[config.mk]
export PLATFORM = sky130hd
export DESIGN_NAME = piso_serializer_flat
export DESIGN_NICKNAME = d
export VERILOG_FILES = /design/src/rtl/piso_pkg.sv /design/src/rtl/piso_serializer_if.sv /design/src/rtl/piso_bit_counter.sv /design/src/rtl/piso_serializer.sv /design/src/flat_wrapper.sv
export SDC_FILE = /design/constraint.sdc
export NUM_CORES = 1
export LEC_CHECK = 0
export CAP_MARGIN = 20
export CORE_AREA = 2 2 39 41
export DETAILED_ROUTE_END_ITERATION = 7
export DIE_AREA = 0 0 41 43
export GPL_TIMING_DRIVEN = 1
export HOLD_SLACK_MARGIN = 0.03
export PLACE_DENSITY = 0.6
export SLEW_MARGIN = 20
export SYNTH_ARGS = -nofsm -noshare
export SYNTH_HDL_FRONTEND = slang
export SYNTH_SLANG_ARGS = --single-unit
export TNS_END_PERCENT = 30
[constraint.sdc]
create_clock -name clk -period 1.9 [get_ports clk]
set_input_delay 0.19 -clock clk [delete_from_list [all_inputs] [get_ports clk]]
set_output_delay 0.19 -clock clk [all_outputs]
set_load 0.01 [all_outputs]
[src/rtl/piso_pkg.sv]
// -----------------------------------------------------------------------------
// piso_pkg
// Shared types and defaults for the parallel-in/serial-out serializer.
//   state_t        : serializer FSM states
//   DEFAULT_WIDTH  : default word width, matches the 4-bit downstream SIPO
// -----------------------------------------------------------------------------
package piso_pkg;

  localparam int DEFAULT_WIDTH = 4;

  typedef enum logic {
    IDLE  = 1'b0,
    SHIFT = 1'b1
  } state_t;

endpackage : piso_pkg

[src/rtl/piso_serializer_if.sv]
// -----------------------------------------------------------------------------
// piso_serializer_if
// Load handshake plus serial output bundle for piso_serializer.
//   din        : parallel word, valid while load_valid is high
//   load_valid : upstream offers a word
//   load_ready : serializer can take a word this cycle
//   b          : serial data bit toward the SIPO
//   b_valid    : b carries a frame bit
//   last       : b is the final (MSB) bit of the frame
//   done       : one-cycle pulse, SIPO now holds the last accepted word
// Modports:
//   master : upstream producer / consumer of the serial stream
//   slave  : the serializer itself
// -----------------------------------------------------------------------------
interface piso_serializer_if
  import piso_pkg::*;
#(
  parameter int WIDTH = DEFAULT_WIDTH
);

  logic [WIDTH-1:0] din;
  logic             load_valid;
  logic             load_ready;
  logic             b;
  logic             b_valid;
  logic             last;
  logic             done;

  modport master (
    output din,
    output load_valid,
    input  load_ready,
    input  b,
    input  b_valid,
    input  last,
    input  done
  );

  modport slave (
    input  din,
    input  load_valid,
    output load_ready,
    output b,
    output b_valid,
    output last,
    output done
  );

endinterface : piso_serializer_if

[src/rtl/piso_bit_counter.sv]
// -----------------------------------------------------------------------------
// piso_bit_counter
// CW-bit frame bit counter with synchronous clear and count enable.
//   clk      : rising-edge clock
//   rst      : asynchronous active-low reset
//   clear    : return to zero on the next edge (wins over en)
//   en       : advance by one on the next edge
//   terminal : count is at WIDTH-1 (final bit of the frame)
// -----------------------------------------------------------------------------
module piso_bit_counter #(
  parameter  int WIDTH = 4,
  localparam int CW    = $clog2(WIDTH)
) (
  input  logic clk,
  input  logic rst,
  input  logic clear,
  input  logic en,
  output logic terminal
);

  logic [CW-1:0] count;

  // NOTE: sequential state uses non-blocking assignments so every flop
  // samples the pre-edge values of the others, independent of block order.
  always_ff @(posedge clk or negedge rst) begin
    if (!rst) begin
      count <= '0;
    end else if (clear) begin
      count <= '0;
    end else if (en) begin
      count <= count + CW'(1);
    end
  end

  assign terminal = (count == CW'(WIDTH - 1));

endmodule : piso_bit_counter

[src/rtl/piso_serializer.sv]
// -----------------------------------------------------------------------------
// piso_serializer
// Accepts a WIDTH-bit word over a valid/ready handshake and shifts it out
// LSB first, one bit per clock, into a downstream WIDTH-deep SIPO. A new
// word may be accepted on the final bit of a frame, so back-to-back frames
// run without a gap. done pulses in the cycle the SIPO first holds the word.
//   clk : rising-edge clock, shared with the SIPO
//   rst : asynchronous active-low reset
//   bus : piso_serializer_if.slave (din, load_valid, load_ready,
//         b, b_valid, last, done)
// -----------------------------------------------------------------------------
module piso_serializer
  import piso_pkg::*;
#(
  parameter  int WIDTH = DEFAULT_WIDTH,
  localparam int CW    = $clog2(WIDTH)
) (
  input  logic               clk,
  input  logic               rst,
  piso_serializer_if.slave   bus
);

  state_t           state;
  state_t           state_next;
  logic [WIDTH-1:0] shreg;
  logic [WIDTH-1:0] shreg_next;
  logic             armed;
  logic             done_q;
  logic             busy;
  logic             terminal;
  logic             accept;
  logic             cnt_clear;
  logic             cnt_en;

  piso_bit_counter #(
    .WIDTH (WIDTH)
  ) u_bit_counter (
    .clk      (clk),
    .rst      (rst),
    .clear    (cnt_clear),
    .en       (cnt_en),
    .terminal (terminal)
  );

  // All outputs come straight from flops (state, shreg, counter, armed,
  // done_q) with only gating, so they are glitch-free toward the SIPO.
  assign busy         = (state == SHIFT);
  assign bus.b        = busy & shreg[0];
  assign bus.b_valid  = busy;
  assign bus.last     = busy & terminal;
  assign bus.done     = done_q;

  // armed keeps load_ready low while reset is asserted and for the first
  // cycle after release, since state alone already reads IDLE in reset.
  assign bus.load_ready = armed & (~busy | terminal);
  assign accept         = bus.load_valid & bus.load_ready;

  // NOTE: every signal written here gets a default first; a path that
  // leaves one unassigned would otherwise infer a latch.
  always_comb begin
    state_next = state;
    shreg_next = shreg;
    cnt_clear  = 1'b0;
    cnt_en     = 1'b0;
    unique case (state)
      IDLE: begin
        if (accept) begin
          shreg_next = bus.din;
          cnt_clear  = 1'b1;
          state_next = SHIFT;
        end
      end
      SHIFT: begin
        cnt_en     = 1'b1;
        shreg_next = shreg >> 1;
        if (terminal) begin
          // Clearing on both exits keeps count within 0..WIDTH-1 even for
          // non-power-of-two widths.
          cnt_clear = 1'b1;
          if (accept) begin
            shreg_next = bus.din;
          end else begin
            state_next = IDLE;
          end
        end
      end
      default: state_next = IDLE;
    endcase
  end

  // NOTE: the shift register is reset along with the control flops; it is a
  // single word, not a memory array, so the reset costs nothing and keeps b
  // defined straight out of reset.
  always_ff @(posedge clk or negedge rst) begin
    if (!rst) begin
      state  <= IDLE;
      shreg  <= '0;
      armed  <= 1'b0;
      done_q <= 1'b0;
    end else begin
      state  <= state_next;
      shreg  <= shreg_next;
      armed  <= 1'b1;
      // The SIPO takes the final bit on this edge, so its q holds the full
      // word during the following cycle.
      done_q <= busy & terminal;
    end
  end

endmodule : piso_serializer

[src/flat_wrapper.sv]
// flat-port wrapper written by rule: the top's interface ports become plain ports
module piso_serializer_flat import piso_pkg::*;
#(
  parameter  int WIDTH = DEFAULT_WIDTH,
  localparam int CW    = $clog2(WIDTH)
)
  (clk, rst, bus_din, bus_load_valid, bus_load_ready, bus_b, bus_b_valid, bus_last, bus_done);
  piso_serializer_if #(.WIDTH(WIDTH)) bus_i ();
  input  logic clk;
  input  logic rst;
  input wire logic [$bits(bus_i.din)-1:0] bus_din;
  input wire logic [$bits(bus_i.load_valid)-1:0] bus_load_valid;
  output wire logic [$bits(bus_i.load_ready)-1:0] bus_load_ready;
  output wire logic [$bits(bus_i.b)-1:0] bus_b;
  output wire logic [$bits(bus_i.b_valid)-1:0] bus_b_valid;
  output wire logic [$bits(bus_i.last)-1:0] bus_last;
  output wire logic [$bits(bus_i.done)-1:0] bus_done;
  assign bus_i.din = bus_din;
  assign bus_i.load_valid = bus_load_valid;
  assign bus_load_ready = bus_i.load_ready;
  assign bus_b = bus_i.b;
  assign bus_b_valid = bus_i.b_valid;
  assign bus_last = bus_i.last;
  assign bus_done = bus_i.done;
  piso_serializer #(.WIDTH(WIDTH)) u_core (.clk(clk), .rst(rst), .bus(bus_i));
endmodule
==> reports/metrics.cfg, run 1 <==
[setup_path]
critPathArrivalTime_ns = 1.55
r2r-end = u_core.shreg[1]
crit_path_max_incr_delay_ns = 0.57
startpoint_type = flip-flop
setup.worst_path.class = reg -> out
required_ns = 1.71
r2r-start = u_core.u_bit_counter.count[0]
crit_path_top_delay_cell = dfrtp_1
startpoint = u_core.bus.b_valid
crit_fanout = 10
rr_worst_depth = 4
worstPathCellList = and2_1, clkdlybuf4s50_1
reg2reg_slack_ns = 0.51
end_kind = output pin
endpoint = bus_last

[cells_and_area]
diodes = 0
n_fill_cell = 136
syn2layout_area_growth_pct = 34.0
regArea_um2 = 225
mostFrequentLayoutCell = clkdlybuf4s50_1
final_core_utilization_pct = 42.0
final_nets = 55
most-common-layout-cells = 10 x clkdlybuf4s50_1, 9 x dfrtp_1, 4 x mux2_4
drive_gt1_share_pct = 21.7
multi_input_area_um2 = 194

[clock_network]
cts_root_buf = clkbuf_4
cts_buffer_depth = 2
clk_pin_slew_ns = 0.06
post_cts_buffers = 0
numCtsBuffers = 3
post_cts_resized = 0
cts_hold_buf = 0
insertion_delay_ns = 0.25
cts_tree = done
htreeDepth = 1
numClockSinks = 9

[global_routing]
grt.overflow.total = 0
grt_max_degree = 11
grt_pass1_wl_mm = 1.24
grt_use_total_pct = 11.5
grt_pass1_vias = 274
antenna_found_initial = 0

[yosys]
synth_top_area_share_pct = 51.9
synthTopCellsByArea = dfrtp_1 52%, mux2_4 14%, mux2_1 7.8%
ys_types = 14
ys_ff_latch = 9
synth_top_area_cell = dfrtp_1
syn_area_per_cell_um2 = 13.6
syn_area_um2 = 434
synth_nets = 40
syn_inst = 32
yosysWarningCount = 0
ys_seq_area_share_pct = 51.9

[routing]
wl_um = 729
drt_pass1_iterations = 2
drt_iter0_drc = 1
drc = 0
ant_nets = 0
wl_per_cell_um = 11.8
vias_per_cell = 4.58
vias = 284

[die]
io_pins = 12
die_w_um = 41
initial_core_util_pct = 31.4
dieArea_mm2 = 0.00176
rows = 14
die_h_um = 43
core-area_mm2 = 0.00138

[power_and_ir_drop]
powerDensity_mw_per_mm2 = 1320
p_leak_uw = 0.000283
irDropWorstVdd_uv = 607

[sta]
setup_tns_ns = 0
skew_ns = 0.00154
rsz0062_at_grt = no
min_period_over_period_pct = 91.8
finalSetupViolations = 0
slew_viol_final = 0
hold_viol_final = 0
worst_hold_slack_ns = 0.240
max_freq_ghz = 0.573
finalCriticalPeriod_ns = 1.74

[placement]
dp_hpwl_um = 549
portBuffers = 11
place_congestion = 0.775

[status]
outcome = finished clean

[job]
max_cap_viol_count = 0

[min_path]
hold_path.class = in -> async

## report_power, final
| part | leakage, µW | switching, µW | total (µW) | internal (µW) |
|---|---|---|---|---|
| registers | 0.000114 | 58.6 | 315 | 257 |
| logic | 0.000154 | 110 | 310 | 200 |
| clock network | 0.0000150 | 63.0 | 144 | 80.7 |
| total | 0.000283 | 232 | 769 | 537 |
## Yosys cell counts
cell type and instances:
mux2_1 3, dfrtp_1 9, nand2b_4 1, inv_1 1, nand3b_1 2, ha_1 1, o21ai_1 2, and2b_2 1
buf_6 1, mux2_4 4, and2b_4 1, nand2_1 2, conb_1 1, and2_1 3
## flip-flops by register name, summed over array words and instances, names as in the netlist
register / flops
u_core.u_bit_counter.count: 2
u_core.armed: 1
u_core.bus.b_valid: 1
u_core.shreg: 4
u_core.bus.done: 1
## metrics by stage
step           std cells  setup WS (ns)  power (µW)  cell area, µm²
2_1_floorplan         32          0.591         527             434
3_3_place_gp          58          0.343         615             553
3_5_place_dp          58          0.326         632             553
4_1_cts               62         0.0373         784             579
5_1_grt               62         0.0767         848             582
6_report              62          0.155         769             582
## logic make-up after synthesis
logic type | Yosys count | synth area share, %
compound gates | 2 | 2.31
mux | 7 | 21.6
simple gates | 10 | 17.0
buf+inv | 2 | 3.46
fa+ha+maj | 1 | 2.88
other cells | 1 | 0.864
flops | 9 | 51.9
## critical path, delay by kind of cell, from the launching register on
kind	cells	cell delay, ns
AND/OR/NAND/NOR	1	0.20
buffers and inverters	1	0.53
flip-flops	1	0.57
## worst min-delay path by stage
stage	start	to	slack (ns)	cells after the start
2_1_floorplan	rst	u_core.armed	-0.11	0
3_5_place_dp	u_core.u_bit_counter.count[0]	u_core.u_bit_counter.count[0]	0.48	1
6_report	rst	u_core.armed	0.24	1
3_3_place_gp	u_core.u_bit_counter.count[0]	u_core.u_bit_counter.count[0]	0.46	1
4_1_cts	rst	u_core.bus.b_valid	0.24	1
5_1_grt	rst	u_core.armed	0.24	1
## layout make-up
type | count | share of cell area, %
sequential | 9 | 38.7
multi-input combinational | 21 | 33.3
timing repair buffer | 11 | 19.4
clock buffer | 4 | 4.52
tap | 16 | 3.44
inverter | 1 | 0.645
## per-layer routing
metal / up-vias / global-route usage [%] / wire length (µm)
met4: 0 / 6.00 / 0
li1: 136 / - / -
met2: 10 / 14.7 / 361
met3: 0 / 7.85 / 53
met1: 138 / 14.0 / 314
met5: - / 0 / 0
(Power assumes the default switching activity.)
==> inputs of run 2 (changes only) <==
--- a/config.mk
+++ b/config.mk
@@ -7,10 +7,11 @@
 export LEC_CHECK = 0
 export CAP_MARGIN = 20
 export CORE_AREA = 2 2 39 41
+export CTS_CLUSTER_SIZE = 8
 export DETAILED_ROUTE_END_ITERATION = 7
 export DIE_AREA = 0 0 41 43
 export GPL_TIMING_DRIVEN = 1
-export HOLD_SLACK_MARGIN = 0.03
+export HOLD_SLACK_MARGIN = 0.1
 export PLACE_DENSITY = 0.6
 export SLEW_MARGIN = 20
 export SYNTH_ARGS = -nofsm -noshare
==> results of run 2 <==
The final DEF is identical to that of run 1; final timing and power are the same.
